--- src/rtl/mc_pkg.sv ---
// Shared constants, state encoding and select encodings for the multi-cycle MIPS controller.
package mc_pkg;

  localparam logic [5:0] OP_RTYPE = 6'h00;
  localparam logic [5:0] OP_ORI   = 6'h0D;
  localparam logic [5:0] OP_LUI   = 6'h0F;
  localparam logic [5:0] OP_LW    = 6'h23;
  localparam logic [5:0] OP_SW    = 6'h2B;
  localparam logic [5:0] OP_BEQ   = 6'h04;
  localparam logic [5:0] OP_JAL   = 6'h03;

  localparam logic [5:0] FN_NOP   = 6'h00;
  localparam logic [5:0] FN_JR    = 6'h08;
  localparam logic [5:0] FN_ADDU  = 6'h21;
  localparam logic [5:0] FN_SUBU  = 6'h23;

  typedef enum logic [2:0] {
    ST_FETCH  = 3'd0,
    ST_DECODE = 3'd1,
    ST_EXEC   = 3'd2,
    ST_MEM    = 3'd3,
    ST_WB     = 3'd4,
    ST_HALT   = 3'd5
  } state_e;

  localparam logic [1:0] PC_SEL_PC4 = 2'b00;
  localparam logic [1:0] PC_SEL_BR  = 2'b01;
  localparam logic [1:0] PC_SEL_J   = 2'b10;
  localparam logic [1:0] PC_SEL_RS  = 2'b11;

  localparam logic [1:0] WSEL_RT    = 2'b00;
  localparam logic [1:0] WSEL_RD    = 2'b01;
  localparam logic [1:0] WSEL_RA    = 2'b10;

  localparam logic [1:0] DSEL_ALU   = 2'b00;
  localparam logic [1:0] DSEL_DM    = 2'b01;
  localparam logic [1:0] DSEL_PC    = 2'b10;

  localparam logic [2:0] ALU_ADD    = 3'b000;
  localparam logic [2:0] ALU_SUB    = 3'b001;
  localparam logic [2:0] ALU_OR     = 3'b010;
  localparam logic [2:0] ALU_LUI    = 3'b011;

  typedef struct packed {
    logic addu;
    logic subu;
    logic nop;
    logic jr;
    logic ori;
    logic lui;
    logic lw;
    logic sw;
    logic beq;
    logic jal;
  } instr_cls_t;

endpackage

--- src/rtl/mc_if.sv ---
// Controller <-> datapath bundle: instruction fields and flags in, enables and selects out.
interface mc_if;
  logic [5:0] opcode;
  logic [5:0] funct;
  logic       zero;
  logic       mem_ready;
  logic       pc_we;
  logic [1:0] pc_sel;
  logic       ir_we;
  logic       grf_we;
  logic [1:0] grf_wsel;
  logic [1:0] grf_dsel;
  logic [2:0] alu_op;
  logic       alu_bsel;
  logic       ext_op;
  logic       dm_we;
  logic       dm_re;
  logic       halted;
  logic [2:0] state;

  modport slave (
    input  opcode, funct, zero, mem_ready,
    output pc_we, pc_sel, ir_we, grf_we, grf_wsel, grf_dsel,
           alu_op, alu_bsel, ext_op, dm_we, dm_re, halted, state
  );

  modport master (
    output opcode, funct, zero, mem_ready,
    input  pc_we, pc_sel, ir_we, grf_we, grf_wsel, grf_dsel,
           alu_op, alu_bsel, ext_op, dm_we, dm_re, halted, state
  );
endinterface

--- src/rtl/mc_decode.sv ---
// Combinational instruction classifier: one-hot class plus illegal flag.
module mc_decode
  import mc_pkg::*;
(
  input  logic [5:0] opcode_i,
  input  logic [5:0] funct_i,
  output instr_cls_t cls_o,
  output logic       illegal_o
);

  // Map opcode/funct to exactly one class bit, none for unsupported encodings
  always_comb begin
    cls_o = '0;
    case (opcode_i)
      OP_RTYPE: begin
        case (funct_i)
          FN_ADDU: cls_o.addu = 1'b1;
          FN_SUBU: cls_o.subu = 1'b1;
          FN_NOP:  cls_o.nop  = 1'b1;
          FN_JR:   cls_o.jr   = 1'b1;
          default: cls_o      = '0;
        endcase
      end
      OP_ORI:  cls_o.ori = 1'b1;
      OP_LUI:  cls_o.lui = 1'b1;
      OP_LW:   cls_o.lw  = 1'b1;
      OP_SW:   cls_o.sw  = 1'b1;
      OP_BEQ:  cls_o.beq = 1'b1;
      OP_JAL:  cls_o.jal = 1'b1;
      default: cls_o     = '0;
    endcase
  end

  assign illegal_o = (cls_o == '0);

endmodule

--- src/rtl/mc_ctrl.sv ---
// Multi-cycle MIPS control FSM (FETCH/DECODE/EXEC/MEM/WB/HALT).
// Optional MC_MEM_WAIT_EN: FETCH and MEM stall while mem_ready is low.
module mc_ctrl
  import mc_pkg::*;
(
  input  logic clk,
  input  logic reset,
  mc_if.slave  bus
);

  state_e     state_q, state_d;
  instr_cls_t cls_s;
  logic       illegal_s;
  logic       mem_ok_s;
  logic       pc_we_s, ir_we_s, grf_we_s, dm_we_s, dm_re_s, halted_s;
  logic [1:0] pc_sel_s, grf_wsel_s, grf_dsel_s;
  logic [2:0] alu_op_s;
  logic       alu_bsel_s, ext_op_s;

  mc_decode u_decode (
    .opcode_i  (bus.opcode),
    .funct_i   (bus.funct),
    .cls_o     (cls_s),
    .illegal_o (illegal_s)
  );

`ifdef MC_MEM_WAIT_EN
  assign mem_ok_s = bus.mem_ready;
`else
  logic unused_mem_ready;
  assign unused_mem_ready = bus.mem_ready;
  assign mem_ok_s         = 1'b1;
`endif

  // State register with synchronous active-low reset
  always_ff @(posedge clk) begin
    if (!reset) begin
      state_q <= ST_FETCH;
    end else begin
      state_q <= state_d;
    end
  end

  // Next state and per-state enables
  always_comb begin
    state_d    = state_q;
    pc_we_s    = 1'b0;
    pc_sel_s   = PC_SEL_PC4;
    ir_we_s    = 1'b0;
    grf_we_s   = 1'b0;
    grf_wsel_s = WSEL_RT;
    grf_dsel_s = DSEL_ALU;
    dm_we_s    = 1'b0;
    dm_re_s    = 1'b0;
    halted_s   = 1'b0;
    case (state_q)
      ST_FETCH: begin
        ir_we_s = mem_ok_s;
        pc_we_s = mem_ok_s;
        state_d = mem_ok_s ? ST_DECODE : ST_FETCH;
      end
      ST_DECODE: begin
        if (illegal_s) begin
          state_d = ST_HALT;
        end else if (cls_s.jal) begin
          pc_we_s    = 1'b1;
          pc_sel_s   = PC_SEL_J;
          grf_we_s   = 1'b1;
          grf_wsel_s = WSEL_RA;
          grf_dsel_s = DSEL_PC;
          state_d    = ST_FETCH;
        end else if (cls_s.jr) begin
          pc_we_s  = 1'b1;
          pc_sel_s = PC_SEL_RS;
          state_d  = ST_FETCH;
        end else if (cls_s.nop) begin
          state_d = ST_FETCH;
        end else begin
          state_d = ST_EXEC;
        end
      end
      ST_EXEC: begin
        if (cls_s.beq) begin
          pc_we_s  = bus.zero;
          pc_sel_s = PC_SEL_BR;
          state_d  = ST_FETCH;
        end else if (cls_s.lw || cls_s.sw) begin
          state_d = ST_MEM;
        end else begin
          state_d = ST_WB;
        end
      end
      ST_MEM: begin
        dm_we_s = cls_s.sw;
        dm_re_s = cls_s.lw;
        if (!mem_ok_s) begin
          state_d = ST_MEM;
        end else begin
          state_d = cls_s.lw ? ST_WB : ST_FETCH;
        end
      end
      ST_WB: begin
        grf_we_s   = 1'b1;
        grf_wsel_s = (cls_s.addu || cls_s.subu) ? WSEL_RD : WSEL_RT;
        grf_dsel_s = cls_s.lw ? DSEL_DM : DSEL_ALU;
        state_d    = ST_FETCH;
      end
      ST_HALT: begin
        halted_s = 1'b1;
        state_d  = ST_HALT;
      end
      default: state_d = ST_FETCH;
    endcase
  end

  // ALU/EXT selects stay stable from EXEC through MEM and WB
  always_comb begin
    alu_op_s   = ALU_ADD;
    alu_bsel_s = 1'b0;
    ext_op_s   = 1'b0;
    if (state_q == ST_EXEC || state_q == ST_MEM || state_q == ST_WB) begin
      if (cls_s.subu || cls_s.beq) begin
        alu_op_s = ALU_SUB;
      end else if (cls_s.ori) begin
        alu_op_s   = ALU_OR;
        alu_bsel_s = 1'b1;
      end else if (cls_s.lui) begin
        alu_op_s   = ALU_LUI;
        alu_bsel_s = 1'b1;
      end else if (cls_s.lw || cls_s.sw) begin
        alu_bsel_s = 1'b1;
        ext_op_s   = 1'b1;
      end else begin
        alu_op_s = ALU_ADD;
      end
    end else begin
      alu_op_s = ALU_ADD;
    end
  end

  // Enables are killed combinationally while reset is asserted
  assign bus.pc_we    = pc_we_s  & reset;
  assign bus.ir_we    = ir_we_s  & reset;
  assign bus.grf_we   = grf_we_s & reset;
  assign bus.dm_we    = dm_we_s  & reset;
  assign bus.dm_re    = dm_re_s  & reset;
  assign bus.pc_sel   = pc_sel_s;
  assign bus.grf_wsel = grf_wsel_s;
  assign bus.grf_dsel = grf_dsel_s;
  assign bus.alu_op   = alu_op_s;
  assign bus.alu_bsel = alu_bsel_s;
  assign bus.ext_op   = ext_op_s;
  assign bus.halted   = halted_s;
  assign bus.state    = state_q;

endmodule

--- src/flat_wrapper.sv ---
// flat-port wrapper written by rule: the top's interface ports become plain ports
module mc_ctrl_flat import mc_pkg::*;
  (clk, reset, bus_opcode, bus_funct, bus_zero, bus_mem_ready, bus_pc_we, bus_pc_sel, bus_ir_we, bus_grf_we, bus_grf_wsel, bus_grf_dsel, bus_alu_op, bus_alu_bsel, bus_ext_op, bus_dm_we, bus_dm_re, bus_halted, bus_state);
  mc_if bus_i ();
  input  logic clk;
  input  logic reset;
  input wire logic [$bits(bus_i.opcode)-1:0] bus_opcode;
  input wire logic [$bits(bus_i.funct)-1:0] bus_funct;
  input wire logic [$bits(bus_i.zero)-1:0] bus_zero;
  input wire logic [$bits(bus_i.mem_ready)-1:0] bus_mem_ready;
  output wire logic [$bits(bus_i.pc_we)-1:0] bus_pc_we;
  output wire logic [$bits(bus_i.pc_sel)-1:0] bus_pc_sel;
  output wire logic [$bits(bus_i.ir_we)-1:0] bus_ir_we;
  output wire logic [$bits(bus_i.grf_we)-1:0] bus_grf_we;
  output wire logic [$bits(bus_i.grf_wsel)-1:0] bus_grf_wsel;
  output wire logic [$bits(bus_i.grf_dsel)-1:0] bus_grf_dsel;
  output wire logic [$bits(bus_i.alu_op)-1:0] bus_alu_op;
  output wire logic [$bits(bus_i.alu_bsel)-1:0] bus_alu_bsel;
  output wire logic [$bits(bus_i.ext_op)-1:0] bus_ext_op;
  output wire logic [$bits(bus_i.dm_we)-1:0] bus_dm_we;
  output wire logic [$bits(bus_i.dm_re)-1:0] bus_dm_re;
  output wire logic [$bits(bus_i.halted)-1:0] bus_halted;
  output wire logic [$bits(bus_i.state)-1:0] bus_state;
  assign bus_i.opcode = bus_opcode;
  assign bus_i.funct = bus_funct;
  assign bus_i.zero = bus_zero;
  assign bus_i.mem_ready = bus_mem_ready;
  assign bus_pc_we = bus_i.pc_we;
  assign bus_pc_sel = bus_i.pc_sel;
  assign bus_ir_we = bus_i.ir_we;
  assign bus_grf_we = bus_i.grf_we;
  assign bus_grf_wsel = bus_i.grf_wsel;
  assign bus_grf_dsel = bus_i.grf_dsel;
  assign bus_alu_op = bus_i.alu_op;
  assign bus_alu_bsel = bus_i.alu_bsel;
  assign bus_ext_op = bus_i.ext_op;
  assign bus_dm_we = bus_i.dm_we;
  assign bus_dm_re = bus_i.dm_re;
  assign bus_halted = bus_i.halted;
  assign bus_state = bus_i.state;
  mc_ctrl u_core (.clk(clk), .reset(reset), .bus(bus_i));
endmodule
--- config.mk ---
export PLATFORM = sky130hd
export DESIGN_NAME = mc_ctrl_flat
export DESIGN_NICKNAME = d
export VERILOG_FILES = /design/src/rtl/mc_pkg.sv /design/src/rtl/mc_if.sv /design/src/rtl/mc_decode.sv /design/src/rtl/mc_ctrl.sv /design/src/flat_wrapper.sv
export SDC_FILE = /design/constraint.sdc
export NUM_CORES = 1
export LEC_CHECK = 0
export ABC_AREA = 1
export BUFFER_PORTS_ARGS = -buffer_cell sky130_fd_sc_hd__buf_4
export CORE_MARGIN = 2
export CORE_UTILIZATION = 41
export DETAILED_ROUTE_END_ITERATION = 16
export GPL_TIMING_DRIVEN = 0
export PLACE_DENSITY = 0.78
export SYNTH_ARGS = -nofsm -noshare
export SYNTH_HDL_FRONTEND = slang
export SYNTH_SLANG_ARGS = --single-unit
--- constraint.sdc ---
create_clock -name clk -period 1.34 [get_ports clk]
set_clock_uncertainty 0.1 [all_clocks]
set_input_delay 0.067 -clock clk [delete_from_list [all_inputs] [get_ports clk]]
set_output_delay 0.067 -clock clk [all_outputs]
set_load 0.01 [all_outputs]
==> impl_metrics.csv <==
group,metric,value,unit
synth,yosysMostFrequentCell,"nor2_1",
worst_setup_path,startpoint_type,"flip-flop",
detailed_routing,drcViolationCount,0,
worst_setup_path,r2r_start,"u_core.bus.state[1]$_SDFF_PN0_",
power_and_ir_drop,ir_worst_vdd,420,µV
synth,ys.flop_type,"dfxtp_1",
timing,post-route-min-period,1.55,ns
worst_setup_path,crit_chain,"nor3_4 > a21oi_2 > or2_1 > nand2_1 > buf_6",
worst_setup_path,cp.required,1.17,ns
worst_setup_path,r2r-end,"u_core.bus.state[2]$_SDFF_PN0_",
synth,yosysTopAreaCellShare,12.8,%
worst_setup_path,r2r_cells,7,
placement,io_buffers,33,
finish,antenna_cells,0,
detailed_routing,wl,2230,µm
synth,ys_warn_count,0,
die,core.rowCount,13,
clock_network,cts_tree,"yes",
outcome,violations,"setup timing",
synth,synth.area.top_cells,"nor2_1 13%, inv_1 11%, dfxtp_1 11%",
die,chipHeight,40.9,µm
grt,grt_pass1_wl,2790,µm
synth,seq_area_frac_synth,10.8,%
outcome,outcome,"finished, violations left",
synth,mappedNetlistArea,557,µm²
timing,finalSetupTns,-1.78,ns
die,core,0.00128,mm²
worst_setup_path,r2r_slack,0.03,ns
detailed_routing,antenna_left,0,
worst_setup_path,cp-end-kind,"output port",
detailed_routing,wl_per_cell,14.1,µm
clock_network,numCtsBuffers,3,
grt,grt_overflow,0,
timing,hold_violations,0,
timing,min_period_over_period,116,%
synth,synth_top_area_cell,"nor2_1",
worst_setup_path,path_class,"reg -> out",
timing,setup_violations,14,
grt,grt_antenna_before_repair,0,
synth,ys_types,23,
die,io_pins,36,
synth,async_flop_share,0,%
clock_network,clockRootBuffer,"clkbuf_4",
clock_network,insertion_delay,0.25,ns
worst_hold_path,holdPathStages,3,
worst_setup_path,arrival,1.39,ns
clock_network,clockBufferDepth,2,
die,dieArea,0.00167,mm²
clock_network,cts_sinks,3,
synth,ys_seq_elements,3,
placement,hpwlAfterDp,1240,µm
job,cap_violations,0,
detailed_routing,viasPerCell,5.18,
finish,nNetsFinal,160,
synth,post_synth.cell_area_avg,5.74,µm²
grt,grt_usage,24.7,%
timing,final-max-slew-violation-count,0,
grt,grt_pass1_vias,727,
synth,synth_cells,97,
detailed_routing,drtIter0Drc,22,
finish,largest_reg_flops,3,
power_and_ir_drop,power_density,604,mW/mm²
timing,setup_ws,-0.214,ns
synth,syn-num-nets,113,
timing,max_freq,644,MHz
die,die_x,40.9,µm
detailed_routing,dr_total_vias,818,
timing,rsz0062_at_grt,"true",
finish,postLayoutCoreUtil,82.7,%
worst_setup_path,cp_slowest_stage_delay,0.37,ns
worst_setup_path,cp_slowest_cell,"dfxtp_4",
placement,gp_congestion,0.854,
synth,synth_edf_count,0,
worst_setup_path,worst-path-max-fanout,5,
synth,synth_common_cells,"19 x nor2_1, 17 x inv_1, 11 x nand2_1, 8 x nand3_1",
placement,post-place-ws,-0.0299,ns
detailed_routing,first_pass_iters,5,
power_and_ir_drop,total_power,642,µW
worst_hold_path,hp-start,"reset",
power_and_ir_drop,p_leak,0.000535,µW
worst_hold_path,hold_path_class,"in -> reg",
die,start_util,43.3,%
grt,grt_start_max_net_pins,8,
finish,drive_gt1_share,62.9,%
worst_hold_path,hold_end,"u_core.bus.state[1]$_SDFF_PN0_",
clock_network,htree_levels,1,
finish,syn_to_final_growth,90.8,%
clock_network,path_clk_slew,0.04,ns
-- metal layers --
layer	wire length (µm)	GRT usage, %	vias up
met1	785	26.1	373
met4	108	6.67	0
met2	1240	50.0	43
li1	-	-	390
met3	102	2.17	12
met5	0	0	-
-- repair_timing --
item                                    4_1_cts  5_1_grt
hold buffers                                  0        0
pin swaps                                     7       10
cloned                                        0        0
endpoints found under the setup margin       15       17
gates resized for setup                      19       23
setup buffers                                 7        3
-- kinds of logic (layout without fill, tap and decap cells) --
family | after synthesis | after routing | synth area share [%]
and+or+nand+nor | 64 | 64 | 64.9
buffers and inverters | 23 | 69 | 17.8
AOI/OAI and AO/OA | 6 | 6 | 5.84
DFF | 3 | 3 | 10.8
other | 1 | 1 | 0.674
-- worst max-delay path, delay by kind of cell, from the launching register on --
kind / cells / cell delay, ns
DFF: 1 / 0.37
and+or+nand+nor: 3 / 0.59
AOI/OAI and AO/OA: 1 / 0.07
buffers and inverters: 1 / 0.10
-- cell type report --
cell class | instances | area, µm²
multi-input cells | 71 | 490
repair buffers | 42 | 345
fillers | 89 | 223
inverters | 21 | 91.3
flip-flops and latches | 3 | 71.3
clock buffers | 4 | 26.3
plain buffers | 2 | 18.8
well taps | 15 | 18.8
-- placed cells by master (no fill, tap or decap) --
cell type  Yosys  final
a31oi_1        1      1
nor2_2         3      4
nand4_1        2      2
nand2_1       11      8
buf_6          0      9
nand2_2        5      6
dfxtp_4        0      3
clkbuf_1       0      1
nand3_4        0      1
nor2_4         5      8
a21oi_2        0      1
nor3_1         4      2
inv_1         17     13
inv_2          2      3
o21ai_1        1      1
nand3_1        8      6
conb_1         1      1
clkbuf_4       0      3
nand4_2        1      1
inv_4          2      5
nor3_2         2      2
buf_4          2     35
nor2_1        19     15
nand3_2        2      3
o22ai_2        0      1
nand2_4        1      3
a21oi_1        3      2
or2_1          1      1
nor3_4         0      2
-- how the worst max path moves through the flow --
stage                                         from             to  cells after the start
global placement    u_core.bus.state[1]$_SDFF_PN0_     bus_grf_we                      8
CTS                 u_core.bus.state[1]$_SDFF_PN0_      bus_pc_we                      7
detailed placement  u_core.bus.state[2]$_SDFF_PN0_  bus_alu_op[1]                      6
floorplan           u_core.bus.state[0]$_SDFF_PN0_     bus_grf_we                      6
global route        u_core.bus.state[1]$_SDFF_PN0_  bus_alu_op[1]                      5
finish              u_core.bus.state[0]$_SDFF_PN0_   bus_alu_bsel                      5
-- metrics by stage --
step                instance area [µm²]  hold slack, ns  cells
CTS                                 962          0.0577    156
global route                       1060          0.0935    158
finish                             1060          0.0968    158
global placement                    826           0.303    145
floorplan                           559          0.0884     97
detailed placement                  826           0.302    145
-- where the power goes --
part	internal [µW]	total, µW	switching, µW
Clock	112	173	60.2
Combinational	158	345	187
Sequential	101	124	22.8
Power figures use the tool's default switching activity.
